==> config.mk <==
export PLATFORM = sky130hd
export DESIGN_NAME = hdu_port_arbiter
export DESIGN_NICKNAME = d
export VERILOG_FILES = /design/src/rtl/hdu_port_arbiter.sv
export SDC_FILE = /design/constraint.sdc
export NUM_CORES = 1
export LEC_CHECK = 0
export CAP_MARGIN = 40
export CORE_MARGIN = 2
export CORE_UTILIZATION = 42
export DETAILED_ROUTE_END_ITERATION = 12
export PLACE_DENSITY_LB_ADDON = 0.2
export SLEW_MARGIN = 20
export SYNTH_ARGS = -nofsm -noshare
export SYNTH_HDL_FRONTEND = slang
export SYNTH_SLANG_ARGS = --single-unit
==> constraint.sdc <==
create_clock -name clk -period 5.9 [get_ports clk]
set_input_delay 0.59 -clock clk [delete_from_list [all_inputs] [get_ports clk]]
set_output_delay 0.59 -clock clk [all_outputs]
set_load 0.005 [all_outputs]
==> src/rtl/hdu_port_arbiter.sv <==
// rtl/hdu_port_arbiter.sv - round-robin read-port arbiter in front of a hazard detection unit
// Defining HDU_ARB_STATS_EN adds the stall_cycles and grant_total statistics outputs.
module hdu_port_arbiter #(
  parameter int ADDR_W    = 16,
  parameter int REQ_NUM_W = 2,
  parameter int OUT_MAX   = 8,
  localparam int REQ_NUM  = 2**REQ_NUM_W
) (
  input  logic                      clk,
  input  logic                      rst,
  input  logic [REQ_NUM-1:0]        req_valid,
  input  logic [REQ_NUM*ADDR_W-1:0] req_addr,
  output logic [REQ_NUM-1:0]        req_ready,
  input  logic                      wb_valid,
  input  logic [ADDR_W-1:0]         wb_addr,
  output logic [ADDR_W-1:0]         hdu_raddr,
  output logic                      hdu_raddr_valid,
  output logic [ADDR_W-1:0]         hdu_waddr,
  output logic                      hdu_waddr_valid,
  input  logic                      hdu_stall,
  output logic [REQ_NUM_W-1:0]      grant_id,
  output logic [7:0]                outstanding,
  output logic                      err_underflow
`ifdef HDU_ARB_STATS_EN
  ,
  output logic [31:0]               stall_cycles,
  output logic [31:0]               grant_total
`endif
);

  typedef enum logic {ARB, HOLD} state_t;

  localparam logic [7:0] OUT_LIMIT = 8'(OUT_MAX);

  state_t               state, state_next;
  logic [REQ_NUM_W-1:0] rr_ptr;
  logic [REQ_NUM_W-1:0] grant_idx;
  logic [REQ_NUM_W-1:0] cand;
  logic                 xfer;

  // Write-backs bypass the FSM so a pending stall can clear in the same cycle.
  assign hdu_waddr       = wb_addr;
  assign hdu_waddr_valid = wb_valid;

  always_ff @(posedge clk) begin
    if (rst) state <= ARB;
    else     state <= state_next;
  end

  always_comb begin
    state_next = state;
    case (state)
      ARB:     if (hdu_stall)  state_next = HOLD;
      HOLD:    if (!hdu_stall) state_next = ARB;
      default: state_next = ARB;
    endcase
  end

  // Rotating priority search starting at rr_ptr; only valid requesters can win.
  always_comb begin
    req_ready = '0;
    grant_idx = '0;
    cand      = '0;
    xfer      = 1'b0;
    if (!rst && state == ARB && !hdu_stall && outstanding < OUT_LIMIT) begin
      for (int i = 0; i < REQ_NUM; i++) begin
        cand = rr_ptr + REQ_NUM_W'(i);
        if (!xfer && req_valid[cand]) begin
          xfer      = 1'b1;
          grant_idx = cand;
        end
      end
      if (xfer) req_ready[grant_idx] = 1'b1;
    end
  end

  always_ff @(posedge clk) begin
    if (rst) begin
      rr_ptr          <= '0;
      outstanding     <= '0;
      err_underflow   <= 1'b0;
      hdu_raddr       <= '0;
      hdu_raddr_valid <= 1'b0;
      grant_id        <= '0;
    end else begin
      hdu_raddr_valid <= xfer;
      if (xfer) begin
        rr_ptr    <= grant_idx + 1'b1;
        hdu_raddr <= req_addr[grant_idx*ADDR_W +: ADDR_W];
        grant_id  <= grant_idx;
      end
      if (xfer && !wb_valid) begin
        outstanding <= outstanding + 8'd1;
      end else if (!xfer && wb_valid) begin
        if (outstanding != 8'd0) outstanding <= outstanding - 8'd1;
        else                     err_underflow <= 1'b1;
      end
    end
  end

`ifdef HDU_ARB_STATS_EN
  always_ff @(posedge clk) begin
    if (rst) begin
      stall_cycles <= '0;
      grant_total  <= '0;
    end else begin
      if (state == HOLD && stall_cycles != '1) stall_cycles <= stall_cycles + 32'd1;
      if (xfer) grant_total <= grant_total + 32'd1;
    end
  end
`endif

endmodule

; ---- Word level (Yosys, flattened, before mapping)
; Cells that the tools add are included.
; W data, S select, Z words.
[classes]
n_addsub = 6
magnitude_cmp = 7
n_shift = 1
muxes = 31
bitwise = 3
reduce_logical = 21
[op_table]
columns = op, n
row1 = $shiftx A64 B7 Y16, 1
row2 = $mux W8, 3
row3 = $lt A2 B3 Y1 const B, 5
row4 = $mux W1, 15
row5 = $mux W2, 6
row6 = $logic_and A1 B1 Y1, 9
row7 = $add A8 B1 Y8 const B, 1
row8 = $bmux W1 S2, 4
row9 = $lt A8 B4 Y1 const B, 1
row10 = $mux W4, 2
row11 = $reduce_bool A8 Y1, 1
row12 = $sub A8 B1 Y8 const B, 1
row13 = $logic_not A1 Y1, 7
row14 = $add A2 B1 Y2 const B, 2
row15 = $add A2 B2 Y2 const B, 2
row16 = $reduce_bool A2 Y1, 2
row17 = $not A1 Y1, 3
row18 = $reduce_and A3 Y1, 1
row19 = $demux W1 S2, 1
row20 = $ge A2 B1 Y1 const B, 1
row21 = $reduce_and A2 Y1, 1
[totals]
reg_bits = 31
in_bits = 88
out_inout_bits = 49
wordCells = 76

; ---- Longest topological paths before layout
; Gate-level depths: netlist of run 1.
[depth]
ltp_word = 23
depth_mapped = 12
depth_no_buf = 11

; ---- Least setup slack after synthesis of run 1
; Ideal clock, no wire load.
[synth_timing]
path_kind = input to register
start = input port req_valid[2]
end = register outstanding[7]
setup_time_ns = 0.123
arrival_ns = 2.928
required_ns = 5.777
slack_ns = 2.849
path_stages = 11
n_path_buf = 0
cell_sequence = or4_1 -> nand3_2 -> inv_2 -> ha_1 -> inv_1 -> ha_1 -> a211oi_1 -> nor2_1 -> o22ai_1 -> mux2i_1 -> mux2_1
[synth_between]
elab_chain_len = 21
elab_cells_between_ends = 30
cone_classes = mux (18) / reduce/logical (12)
[synth_lines]
columns = item, line_no
row1 = start: declaration, 11  ; input logic [REQ_NUM-1:0] req_valid,
row2 = $bmux W1 S2, 68  ; if (!xfer && req_valid[cand]) begin
row3 = $mux W1 (not written as such), 68
row4 = $mux W1, 68
row5 = $mux W1, 65  ; if (!rst && state == ARB && !hdu_stall && outstanding < OUT_LIMIT) begin
row6 = $logic_not A1 Y1, 68
row7 = $logic_and A1 B1 Y1, 68
row8 = $mux W1, 68
row9 = $mux W1, 65
row10 = [... 5 more ...], n/a
row11 = $logic_and A1 B1 Y1, 68
row12 = $mux W1 (*), 68
row13 = $mux W1 (*) (2 in a row), 65
row14 = named net xfer, 39  ; logic xfer;
row15 = $logic_not A1 Y1, 94  ; end else if (!xfer && wb_valid) begin
row16 = $logic_and A1 B1 Y1, 94
row17 = $reduce_bool A2 Y1 (no line), n/a
row18 = $reduce_and A2 Y1 (no line), n/a
row19 = end signal: assignment, 93  ; outstanding <= outstanding + 8'd1;
row20 = end signal: assignment, 95  ; if (outstanding != 8'd0) outstanding <= outstanding - 8'd1;
row21 = end: declaration, 22  ; output logic [7:0] outstanding,
; Mark *: on every way through the listed nets, which the timed path passes. The rest lies on a longest branch. The select of a mux whose other input is x is not followed.
; A chain may end at the register's enable or synchronous reset.

; ---- Final worst setup path of run 1
[layout_timing]
start = input port rst
end = register outstanding[7]
[layout_between]
elab_chain_len = 9
elab_cells_between_ends = 12
cone_classes = mux (2) / reduce/logical (10)
[layout_lines]
columns = item, line_no
row1 = start: declaration, 10  ; input logic rst,
row2 = $logic_not A1 Y1 (*), 65
row3 = $logic_and A1 B1 Y1 (*) (3 in a row), 65
row4 = $mux W1 (*), 65
row5 = named net xfer, 39
row6 = $logic_not A1 Y1, 94
row7 = $logic_and A1 B1 Y1, 94
row8 = $reduce_bool A2 Y1 (no line), n/a
row9 = $reduce_and A2 Y1 (no line), n/a
; Mark *: on every way through the listed nets, which the timed path passes. The rest lies on a longest branch.

==> metrics.txt, run 1 <==
outcome complete, no violations; Crit Path Category input pin to flop; fmax 254 MHz; Clock Skews 0.00579 ns; crit path max-delay cell type or4_1; sequential-to-total area share from yosys stat 25.5%; post-route minimum period 3.94 ns; Root Driver clkbuf_8; Worst-Margin Slew ~0.8 ns; Resize count post-CTS 0; Non-Filler Instances around 420; Detail Route Antenna Nets 0; #FFs+latches synth 31; Max Cap Viol 0; DP HPWL 4870 um; Initial Util 43.9%; number of global-route vias before repair 1995; GPL Wtd Cong 0.894; arrival time worst endpoint 4.11 ns; Yosys cell types 50; Max-slew headroom between 40 and 50%; hold buffer count at CTS 0; Synth area leader dfxtp_1; Synth Net Count ~360; reg-to-reg startpoint outstanding[3]; area of the multi-input gates 1440 sq um; via count 2196; commonest non-fill, non-tap cell in the layout clkdlybuf4s50_1; period utilisation layout 66.7%; die height ~80 um; Hold Crit Depth 2; Post-CTS Setup Bufs 0; vias per inst 5.22; WP data required 6.08 ns; min-delay worst type flop to flop; Reg clk slew, reported paths 0.07 ns; drt drc 0; Clock Latency Late Sink 0.29 ns; Fin Setup TNS 0 ns; Die Wd 80.1 um; CP endpoint kind flop; initial drt markers 83; # fillers 500; Overflow after GRT 0; Core Box Area 5540 sq um; final hold violation count 0; Post-Syn Area between 2000 and 2500 sq um; Ant. Diodes 0; Cell Rows 27; min setup slack post-route 1.96 ns; Max Root-Sink Buffers 2; crit-path leading delay family simple AND/OR/NAND/NOR gates; critical hold path startpoint grant_id[1]; Total Routing Usage GR 20.3%; RSZ-0062 raised after global routing false; CP Cell Sequence clkdlybuf4s50_1 -> buf_4 -> nor4_4 -> nand3_2 -> inv_2 -> ha_1 -> inv_1 -> ha_1 -> or4_1 -> o22ai_1 -> mux2i_1 -> mux2_1; r2r setup slk 2.45 ns; synth warn 0; P_leak roughly 1.3 nW; Final #Nets about 450; layout cells sized above 1 15.5%; cell repeated most along the worst path ha_1; reg2reg end outstanding[7]; DR WL/cell between 15 and 20 um; num ports 137; Detailed Routing Iterations Pass 1 4; Pwr Total 1.05 mW; PwrDens 303 nW/um^2; CP Launch Type input pin; Num CTS Buffers 5; Synth top area share 25.5%; Worst IR Drop VDD 226 uV; synthesized area per cell 9.15 sq um; final setup fails 0; CTS HTree Levels 2; synthesized instance count around 270; CP Buf/Inv Count 4; placed insts 413; Post-Place Worst Slack 1.67 ns; CTS tree built; CTS Sinks 31; Slew Limit Fails 0; Reg area about 620 sq um; Worst R2R Path Depth 10; first-pass GRT wire length 9980 um; initial antenna violation count 0; die area 6420 sq um; total wire length ~6600 um; synth top area cells dfxtp_1 26%, mux2i_1 7.4%, a221oi_2 6.2%; input/output buffers around 100; hold endpoint grant_id[1]; CP max stage delay 0.53 ns; worst-path fanout max 36; commonest non-fill, non-tap cells in the layout 104 x clkdlybuf4s50_1, 34 x inv_1, 31 x dfxtp_1, 24 x a21oi_1, 18 x mux2i_1; Area Overhead vs Synth 42.5%; largest net degree at the start of global routing 37
[tightest hold or removal path, cell delays in order (launching register included)]
cell,delay [ns]
dfxtp_1,0.33
nand2_1,0.06
a21oi_1,0.05
[flip-flops by register name, summed over array words and instances, names as in the netlist]
name             cells
state                1
outstanding          8
err_underflow        1
grant_id             2
hdu_raddr           16
hdu_raddr_valid      1
rr_ptr               2
[kinds of logic (layout without fill, tap and decap cells)]
family	after synthesis	after routing	share of synthesized area, %
muxes	19	19	7.87
xor gates and xnor gates	1	1	0.360
AOI/OAI and AO/OA	78	78	30.8
DFF	31	31	25.5
adders and majority gates	9	9	4.94
buffers and inverters	68	151	15.7
and+or+nand+nor	60	60	14.8
[synthesized netlist by cell type, drive strengths merged]
cell type	number
a211oi	10
a21boi	1
a21o	2
a21oi	24
a221oi	13
and2	3
and3	1
buf	28
clkbuf	4
dfxtp	31
fa	1
ha	8
inv	36
mux2	1
mux2i	18
nand2	8
nand2b	2
nand3	2
nand3b	3
nor2	13
nor2b	4
nor3	13
nor4	2
o21a	2
o21ai	5
o22ai	2
o311ai	1
o31a	1
o31ai	17
or2	2
or3	2
or4	5
xnor2	1
[how the worst max path moves through the flow]
stage                     cells past startpoint             end         start  slack (ns)
after floorplan                              11  outstanding[7]  req_valid[2]        2.85
after global placement                       12  outstanding[7]           rst        1.76
after detailed placement                     12  outstanding[7]           rst        1.67
after CTS                                    12  outstanding[7]           rst        1.97
after global routing                         12  outstanding[7]           rst        1.77
final                                        12  outstanding[7]           rst        1.96
[metal layers]
metal	up-vias	wire, um	GRT usage (%)
met4	0	80	7.12
li1	1108	-	-
met2	69	3030	32.4
met5	-	0	0
met3	6	435	4.94
met1	1013	3030	26.5
[cell type report]
class | count | share of cell area (%)
Timing Repair Buffer | 107 | 30.8
Tap cell | 72 | 2.60
Multi-Input combinational cell | 167 | 41.4
Inverter | 36 | 3.90
Clock inverter | 2 | 1.01
Sequential cell | 31 | 17.9
Clock buffer | 6 | 2.38
[power by group]
group | internal, mW | total [mW] | switching, mW
sequential | 0.258 | 0.307 | 0.0492
combinational | 0.275 | 0.515 | 0.240
clock | 0.137 | 0.227 | 0.0899
total | 0.670 | 1.05 | 0.379
[metrics by stage]
stage / util (%) / area (sq um) / hold WS [ns]
floorplan: - / 2430 / 0.453
global placement: 60.3 / 3340 / 0.462
detailed placement: 60.5 / 3350 / 0.463
CTS: 62.6 / 3470 / 0.475
global route: 62.6 / 3470 / 0.491
finish: 62.6 / 3470 / 0.477
No activity file was read; power rests on OpenSTA's default activity.
==> run 2: changes to the inputs <==
--- a/config.mk
+++ b/config.mk
@@ -7,7 +7,7 @@
 export LEC_CHECK = 0
 export CAP_MARGIN = 40
 export CORE_MARGIN = 2
-export CORE_UTILIZATION = 42
+export CORE_UTILIZATION = 39
 export DETAILED_ROUTE_END_ITERATION = 12
 export PLACE_DENSITY_LB_ADDON = 0.2
 export SLEW_MARGIN = 20
==> constraint.sdc (replaced) <==
create_clock -name clk -period 3.76 [get_ports clk]
set_input_delay 0.376 -clock clk [delete_from_list [all_inputs] [get_ports clk]]
set_output_delay 0.376 -clock clk [all_outputs]
set_load 0.005 [all_outputs]
==> run 2 against run 1 <==
  * Combinational power is 60% higher
  * Clock skew up 0.0018 ns
  * Clock power grew 5%
  * Die area is 7.3% higher
  * Final cell count is 0.95% higher
  * Via count up 1.0%
  * Flip-flop and latch count did not move
  * Wire length is 2.1% higher
  * Worst hold slack got worse by 0.010 ns
  * Global-route usage down 0.46 points
==> metrics.txt, run 2 (synthesized netlist as in run 1, its figures left out) <==
die area 6890 sq um (was 6420 sq um); Cell Rows 28 (was 27); Total Routing Usage GR 19.8% (was 20.3%); critical hold path startpoint grant_id[1] (unchanged); Post-CTS Setup Bufs 0 (unchanged); Metal-1 WL 3070 um (was 3030 um); met2 wire len 3150 um (was 3030 um); Largest register FFs 16 (unchanged); total wire length 6720 um (was 6590 um); Detail Route Antenna Nets 0 (unchanged); number of global-route vias before repair 2206 (was 1995); Clock Skews 0.00755 ns (was 0.00579 ns); DR WL/cell 15.8 um (was 15.6 um); Final #Nets 448 (was 445); Crit Path Category input pin to flop (unchanged); Num CTS Buffers 5 (unchanged); min setup slack post-route 0.561 ns (was 1.96 ns); GPL Wtd Cong 0.854 (was 0.894); fmax ~310 MHz; met3 wire len 443 um (was 435 um); Worst R2R Path Depth 10 (unchanged); Max Root-Sink Buffers 2 (unchanged); Post-Place Worst Slack 0.277 ns (was 1.67 ns); Max Cap Viol 0 (unchanged); CP Launch Type input pin (unchanged); Slew Limit Fails 0 (unchanged); post-route minimum period 3.20 ns; r2r setup slk 0.85 ns (was 2.45 ns); Worst IR Drop VDD 282 uV (was 226 uV); outcome complete, no violations (unchanged); P_leak 1.26 nW (was 1.27 nW); Area Overhead vs Synth 42.0% (was 42.5%); RSZ-0062 raised after global routing false (unchanged); CTS HTree Levels 2 (unchanged); Root Driver clkbuf_8 (unchanged); Die Wd 83.0 um (was 80.1 um); most flop-heavy register hdu_raddr (unchanged); reg-to-reg startpoint outstanding[3] (unchanged); Ant. Diodes 0 (unchanged); reg2reg end outstanding[7] (unchanged); Core Box Area 5990 sq um (was 5540 sq um); die height 83.0 um (was 80.1 um); vias per inst 5.22 (about the same); initial drt markers 139 (was 83); num ports 137 (unchanged); Fin Setup TNS 0 ns (unchanged); min-delay worst type flop to flop (unchanged); drt drc 0 (unchanged); CTS Sinks 31 (unchanged); Resize count post-CTS 0 (unchanged); Detailed Routing Iterations Pass 1 4 (unchanged); initial antenna violation count 0 (unchanged); worst-path fanout max 7 (was 36); via count 2219 (was 2196); Initial Util 40.6% (was 43.9%); input/output buffers 104 (unchanged); commonest non-fill, non-tap cell in the layout clkdlybuf4s50_1 (unchanged); period utilisation layout 85.1%; Max-slew headroom 49.3% (was 46.7%); PwrDens 448 nW/um^2 (was 303 nW/um^2); CP endpoint kind flop (unchanged); layout cells sized above 1 15.4% (was 15.5%); largest net degree at the start of global routing 36 (was 37); Clock Latency Late Sink 0.28 ns (was 0.29 ns); DP HPWL 5020 um (was 4870 um); hold endpoint grant_id[1] (unchanged); hold buffer count at CTS 0 (unchanged); Reg clk slew, reported paths 0.06 ns (was 0.07 ns); CTS tree built (unchanged); Overflow after GRT 0 (unchanged); highest metal used met4 (unchanged); Hold Crit Depth 2 (unchanged); final setup fails 0 (unchanged); WP data required 3.92 ns (was 6.08 ns); arrival time worst endpoint 3.36 ns (was 4.11 ns); final hold violation count 0 (unchanged); Top Registers hdu_raddr (16), outstanding (8) (unchanged); first-pass GRT wire length 11300 um (was 9980 um); commonest non-fill, non-tap cells in the layout 104 x clkdlybuf4s50_1, 34 x inv_1, 31 x dfxtp_1, 24 x a21oi_1, 18 x mux2i_1 (unchanged); Worst-Margin Slew 0.759 ns (was 0.798 ns)
==> run 2: layout make-up <==
cell class / count / area (sq um)
multi-input cells: 167 / 1440
fillers: 548 / 2530
flip-flops and latches: 31 / 621
repair buffers: 110 / 1100
inverters: 36 / 135
well taps: 75 / 93.8
clock buffers: 6 / 72.6
==> run 2: how the worst max path moves through the flow <==
stage,startpoint,endpoint,cells past startpoint
after floorplan,req_valid[2],outstanding[7],11
after global placement,req_valid[2],outstanding[7],12
after detailed placement,req_valid[2],outstanding[7],12
after CTS,req_valid[2],outstanding[7],12
after global routing,req_valid[3],outstanding[7],12
final,req_valid[2],outstanding[7],12
==> run 2: report_power, final <==
group	internal [mW]	total, mW	switching, mW
clock	0.123	0.239	0.116
sequential	0.405	0.482	0.0770
combinational	0.437	0.826	0.389
==> run 2: through the flow <==
| stage | hold slack, ns | instance area (sq um) | total power [mW] | std cells | utilization, % |
|---|---|---|---|---|---|
| final | 0.467 | 3460 | 1.55 | 425 | 57.7 |
| after global routing | 0.515 | 3460 | 1.67 | 425 | 57.7 |
| after CTS | 0.477 | 3440 | 1.56 | 424 | 57.5 |
| after detailed placement | 0.466 | 3370 | 1.31 | 418 | 56.3 |
| after global placement | 0.451 | 3360 | 1.30 | 417 | 56.0 |
| after floorplan | 0.453 | 2430 | 0.999 | 266 | - |
==> run 2: worst max-delay path, cell delays in order <==
cell and delay (ns):
clkdlybuf4s50_1 0.45, or4_1 0.58, nand3_2 0.11, inv_2 0.05, ha_1 0.21, inv_1 0.22, ha_1 0.30, a211oi_1 0.24
nor2_1 0.11, o22ai_1 0.16, mux2i_1 0.22, mux2_1 0.33
==> run 2: layer usage <==
metal | GRT usage [%] | up-vias
li1 | - | 1111
met3 | 6.16 | 8
met4 | 5.22 | 0
met5 | 0 | -
met1 | 25.7 | 1029
met2 | 31.9 | 71
